## src/rtl/bc_orbit_counter_pkg.sv

```systemverilog
// bc_pkg: shared types, defaults and helpers for the bunch/orbit counter.
//   lock_state_t   : lock FSM state encoding
//   ORBIT_LEN_DEF  : default bunch slots per orbit
//   ERR_CNT_W      : width of the misalignment counter port
//   bc0_pre_align(): BC value that, counted once more, lands on BC0_OFFSET
package bc_pkg;

    typedef enum logic {
        ST_UNLOCKED = 1'b0,
        ST_LOCKED   = 1'b1
    } lock_state_t;

    localparam int ORBIT_LEN_DEF = 3564;
    localparam int ERR_CNT_W     = 16;

    function automatic int bc0_pre_align(input int offset, input int orbit_len);
        return (offset + orbit_len - 1) % orbit_len;
    endfunction

endpackage

```

## src/rtl/bc_orbit_counter_lock_fsm.sv

```systemverilog
// bc_lock_fsm: BC0 lock tracking for the bunch/orbit counter.
// Ports:
//   clk, rst    : clock, async active-high reset
//   bc0         : external orbit marker
//   wrap        : BC is at its last slot (would wrap on this edge if enabled)
//   aligned     : BC is at the pre-alignment value for BC0_OFFSET
//   en          : count enable; misses only advance while enabled
//   locked      : registered, high in LOCKED state
//   bc0_err     : registered one-cycle pulse on a misaligned marker while locked
//   load        : comb strobe, datapath loads BC0_OFFSET this edge
//   loss        : comb strobe, lock dropped due to missing markers this edge
//   err_stb     : comb strobe, a misalignment is being flagged this edge
module bc_lock_fsm
    import bc_pkg::*;
#(
    parameter int MISS_MAX = 3
) (
    input  logic clk,
    input  logic rst,
    input  logic bc0,
    input  logic wrap,
    input  logic aligned,
    input  logic en,
    output logic locked,
    output logic bc0_err,
    output logic load,
    output logic loss,
    output logic err_stb
);

    localparam logic [3:0] MISS_LAST = 4'(MISS_MAX - 1);

    lock_state_t state, state_next;
    logic [3:0]  miss, miss_next;

    always_ff @(posedge clk or posedge rst) begin
        if (rst) begin
            state   <= ST_UNLOCKED;
            miss    <= '0;
            bc0_err <= 1'b0;
        end else begin
            state   <= state_next;
            miss    <= miss_next;
            bc0_err <= err_stb;
        end
    end

    always_comb begin
        state_next = state;
        miss_next  = miss;
        err_stb    = 1'b0;
        load       = bc0;
        loss       = 1'b0;
        case (state)
            ST_UNLOCKED: begin
                if (bc0) begin
                    state_next = ST_LOCKED;
                    miss_next  = '0;
                end
            end
            ST_LOCKED: begin
                if (bc0) begin
                    miss_next = '0;
                    if (!aligned)
                        err_stb = 1'b1;
                    else if (en)
                        load = 1'b0;   // natural count already lands on the offset
                end else if (wrap && en) begin
                    if (miss == MISS_LAST) begin
                        state_next = ST_UNLOCKED;
                        miss_next  = '0;
                        loss       = 1'b1;
                    end else begin
                        miss_next = miss + 4'd1;
                    end
                end
            end
            default: state_next = ST_UNLOCKED;
        endcase
    end

    assign locked = (state == ST_LOCKED);

endmodule

```

## src/rtl/bc_orbit_counter.sv

```systemverilog
// bc_orbit_counter: parametrised bunch (BC) / orbit (ORB) counter with BC0
// alignment, lock tracking and misalignment detection.
// Optional: define BC_ERR_COUNT_EN to build the saturating ERR_CNT counter;
// otherwise ERR_CNT is tied to zero.
// Ports:
//   CLK, RST : bunch clock, async active-high reset
//   EN       : count enable (BC0_IN/EC0_IN act regardless)
//   BC0_IN   : orbit marker, loads BC0_OFFSET
//   EC0_IN   : clears ORB
//   BC, ORB  : bunch and orbit counts
//   BC0_OUT  : high while BC==0
//   LOCKED   : lock state
//   BC0_ERR  : misaligned marker pulse
//   ERR_CNT  : misalignment / lock-loss count
module bc_orbit_counter
    import bc_pkg::*;
#(
    parameter int BITS       = 12,
    parameter int ORBIT_LEN  = ORBIT_LEN_DEF,
    parameter int BC0_OFFSET = 0,
    parameter int ORB_BITS   = 32,
    parameter int MISS_MAX   = 3
) (
    input  logic                 CLK,
    input  logic                 RST,
    input  logic                 EN,
    input  logic                 BC0_IN,
    input  logic                 EC0_IN,
    output logic [BITS-1:0]      BC,
    output logic [ORB_BITS-1:0]  ORB,
    output logic                 BC0_OUT,
    output logic                 LOCKED,
    output logic                 BC0_ERR,
    output logic [ERR_CNT_W-1:0] ERR_CNT
);

    localparam logic [BITS-1:0] LAST      = BITS'(ORBIT_LEN - 1);
    localparam logic [BITS-1:0] OFFS      = BITS'(BC0_OFFSET);
    localparam logic [BITS-1:0] PRE       = BITS'(bc0_pre_align(BC0_OFFSET, ORBIT_LEN));
    localparam bit              OFFS_ZERO = (BC0_OFFSET == 0);

    logic                wrap, aligned, load, loss, err_stb, orb_inc;
    logic [BITS-1:0]     bc_next;
    logic [ORB_BITS-1:0] orb_next;

    assign wrap    = (BC == LAST);
    assign aligned = (BC == PRE);

    bc_lock_fsm #(.MISS_MAX(MISS_MAX)) u_fsm (
        .clk     (CLK),
        .rst     (RST),
        .bc0     (BC0_IN),
        .wrap    (wrap),
        .aligned (aligned),
        .en      (EN),
        .locked  (LOCKED),
        .bc0_err (BC0_ERR),
        .load    (load),
        .loss    (loss),
        .err_stb (err_stb)
    );

    always_comb begin
        bc_next = BC;
        orb_inc = 1'b0;
        if (load) begin
            bc_next = OFFS;
            // A jump to slot 0 from anywhere else crosses the orbit boundary.
            orb_inc = OFFS_ZERO && (BC != '0);
        end else if (EN) begin
            bc_next = wrap ? '0 : BC + BITS'(1);
            orb_inc = wrap;
        end
        orb_next = EC0_IN ? '0 : ORB + ORB_BITS'(orb_inc);
    end

    always_ff @(posedge CLK or posedge RST) begin
        if (RST) begin
            BC      <= '0;
            ORB     <= '0;
            BC0_OUT <= 1'b1;
        end else begin
            BC      <= bc_next;
            ORB     <= orb_next;
            BC0_OUT <= (bc_next == '0);
        end
    end

`ifdef BC_ERR_COUNT_EN
    always_ff @(posedge CLK or posedge RST) begin
        if (RST)
            ERR_CNT <= '0;
        else if ((err_stb || loss) && (ERR_CNT != '1))
            ERR_CNT <= ERR_CNT + ERR_CNT_W'(1);
    end
`else
    logic unused_err;
    assign unused_err = err_stb ^ loss;
    assign ERR_CNT    = '0;
`endif

endmodule

```

## config.mk

```make
export PLATFORM = sky130hd
export DESIGN_NAME = bc_orbit_counter
export DESIGN_NICKNAME = d
export VERILOG_FILES = /design/src/rtl/bc_orbit_counter_pkg.sv /design/src/rtl/bc_orbit_counter_lock_fsm.sv /design/src/rtl/bc_orbit_counter.sv
export SDC_FILE = /design/constraint.sdc
export NUM_CORES = 1
export LEC_CHECK = 0
export ABC_AREA = 0
export BUFFER_PORTS_ARGS = -buffer_cell sky130_fd_sc_hd__buf_4
export CORE_ASPECT_RATIO = 2
export CORE_MARGIN = 2
export CORE_UTILIZATION = 54
export CTS_CLUSTER_SIZE = 14
export DETAILED_ROUTE_END_ITERATION = 8
export PLACE_DENSITY = 0.8
export SLEW_MARGIN = 0
export SYNTH_ARGS = -nofsm -noshare
export SYNTH_HDL_FRONTEND = slang
export SYNTH_SLANG_ARGS = --single-unit
```

## constraint.sdc

```tcl
create_clock -name CLK -period 2.8 [get_ports CLK]
set_input_delay 0.42 -clock CLK [delete_from_list [all_inputs] [get_ports CLK]]
set_output_delay 0.42 -clock CLK [all_outputs]
set_load 0.02 [all_outputs]
```

==> flow_summary.yaml <==
status:
  status: "completed"
worst_setup_path:
  r2r-start: "BC[0]"
  timing.rr.end: "ORB[22]"
  worstSetupPathType: "flip-flop to flip-flop"
  required_ns: 3.04
  reg2regPathDepth: 9
  start_kind: "flip-flop"
  crit_arrival_ns: 2.79
  r2r_slack_ns: 0.26
  critPathMaxFanout: 7
  cp-end-kind: "flip-flop"
cts:
  cts_setup_buffers: 0
  clkLatencyLatePin_ns: 0.31
  htree_levels: 2
  ctsLongestPathBuffers: 2
  numCtsBuffers: 5
  postCtsHoldBufs: 0
  cts_tree: "built"
  root_buffer: "clkbuf_8"
  clk_pin_slew_ns: 0.10
  cts_sinks: 51
synthesis:
  synth_edf_count: 0
  mappedNetlistArea_um2: 2930
  yosysUniqueCellTypes: 47
  synth-seq-cells: 51
  syn_inst: 302
  synth_ff_type: "dfrtp_1"
  yosysWarnings: 0
  avgSynthCellArea_um2: 9.72
  async_flop_share_pct: 100
  ys_seq_area_share_pct: 43.5
final_layout:
  fill_cells: 449
  layout-drive-gt1-share_pct: 23.9
  final_common_cell: "nor2_1"
  fin_area_um2: 3410
  finalNetCount: 362
  mostFrequentLayoutCells: "nor2_1, buf_4, dfrtp_1"
  diodes: 0
  area_growth_pct: 16.3
  fin_cells: 412
drt:
  routedWlPerCell_um: 13.8
  drt_iter0_drc: 50
  viasPerCell: 5.37
  drt-total-wl_um: 5700
  drc_errors: 0
  first_pass_iters: 5
  ant_nets: 0
  vias: 2211
pwr:
  switching_share_pct: 24.3
  ir_drop_mv: 0.579
  leakagePower_nw: 1.62
  internal-power_mw: 1.08
  p_comb_share_pct: 8.1
  p_per_area_nw_per_um2: 416
  pwr-share-clk_pct: 38.7
  power.switching_mw: 0.346
  seq_power_share_pct: 53.3
floorplan:
  rows: 38
  io_pins: 68
  start_util_pct: 55.1
  die_h_um: 108
  die_x_um: 56.1
  dieArea_um2: 6070
  coreArea_um2: 5330
timing:
  setup_tns_ns: 0
  min_period_over_period_pct: 90.8
  timing.final.hold_violations: 0
  setup_viol_count_final: 0
  max_slew.worst_pin.slew_ns: 0.647
  layout_setup_ws_ns: 0.256
  rsz0062_at_grt: "no"
  finClkSkew_ns: 0.00811
  maxSlewViolCount: 0
  whs_ns: 0.270
  layout_min_cycle_time_ns: 2.54
  timing.fmax_mhz: 393
  maxSlewHeadroom_pct: 56.8
global_routing:
  grt_pass1_vias: 2110
  grt_first_pass_wirelength_um: 9760
  gr-usage-all-layers_pct: 19.7
  antenna_found_initial: 0
  grt_max_degree: 52
  grt_overflow_total: 0
min_path:
  holdCritPathClass: "primary input to asynchronous set/reset pin"
job:
  cap_violations: 0
placement:
  gp_congestion: 0.847
  dp_slack_ns: 0.197
  dp_hpwl_um: 4100
  place_inst: 404
  place_area_um2: 3290
  port_buffers: 51
cell families after synthesis:
family / synth area share (%)
compound gates: 3.11
fa+ha+maj: 2.56
mux: 1.24
flops: 43.5
buf+inv: 7.42
xor+xnor: 12.8
simple gates: 29.2
other cells: 0.128
worst max-delay path: stages (launching register included):
cell     delay, ns
dfrtp_1       0.52
ha_1          0.31
nand2_1       0.11
nor2_1        0.15
or2_1         0.14
o41a_1        0.18
ha_1          0.27
nand4_2       0.25
or3_1         0.39
a21oi_1       0.15
how the worst max path moves through the flow:
stage / start / end / cells past startpoint
final: BC[0] / ORB[22] / 9
after global routing: BC[0] / ORB[24] / 10
after CTS: BC[0] / ORB[16] / 10
after detailed placement: BC[0] / ORB[16] / 10
after global placement: BC[0] / ORB[11] / 10
after floorplan: BC[0] / ORB[12] / 12
Yosys cell counts, types with 3 or more instances:
library cell  number  share of area (%)
nor2_1            57                7.3
dfrtp_1           50                 43
xnor2_1           22                6.6
nand2_1           21                2.7
xor2_1            21                6.3
buf_4             19                4.9
nand4_1           12                2.6
nand3_1           11                1.9
inv_1              8                1.0
nor3_1             7                1.2
and3_1             6                1.3
ha_1               6                2.6
and4_1             5                1.5
buf_2              5               0.85
o21ai_0            5               0.85
clkbuf_1           3               0.38
nand4_4            3                2.2
through the flow:
stage	utilization, %	power (mW)
3_3_place_gp	61.8	0.884
5_1_grt	64.1	1.47
2_1_floorplan	-	0.871
4_1_cts	64.1	1.43
6_report	64.1	1.42
3_5_place_dp	61.8	0.888
sequential cells by signal, summed over array words and instances (netlist names):
name / count
BC: 12
BC0_OUT: 1
ORB: 32
u_fsm.bc0_err: 1
u_fsm.locked: 1
u_fsm.miss: 4
power by group through the flow:
stage	Sequential [mW]	Clock, mW	Combinational [mW]
5_1_grt	0.759	0.578	0.129
3_5_place_dp	0.771	0	0.117
2_1_floorplan	0.781	0	0.0900
6_report	0.757	0.549	0.115
4_1_cts	0.757	0.558	0.117
3_3_place_gp	0.770	0	0.114
cell type report:
cell class	instances	area, um^2	share of cell area [%]
Clock inverter	2	38.8	1.14
Clock buffer	6	82.6	2.42
Tap cell	60	75.1	2.20
Sequential cell	51	1280	37.4
Inverter	8	30.0	0.880
Multi-Input combinational cell	230	1500	43.8
Timing Repair Buffer	55	413	12.1
metal layers:
layer	share of wire, %	global-route usage [%]	up-vias
met5	0	0	-
met4	1.7	6.97	0
met3	4.0	2.99	8
met2	51	33.3	51
met1	43	25.5	1067
li1	-	-	1085
timing repair:
item                       4_1_cts  5_1_grt
hold endpoints to repair         0        0
resized for setup                0        1
setup endpoints to repair        0       11
Power figures use the tool's default switching activity.
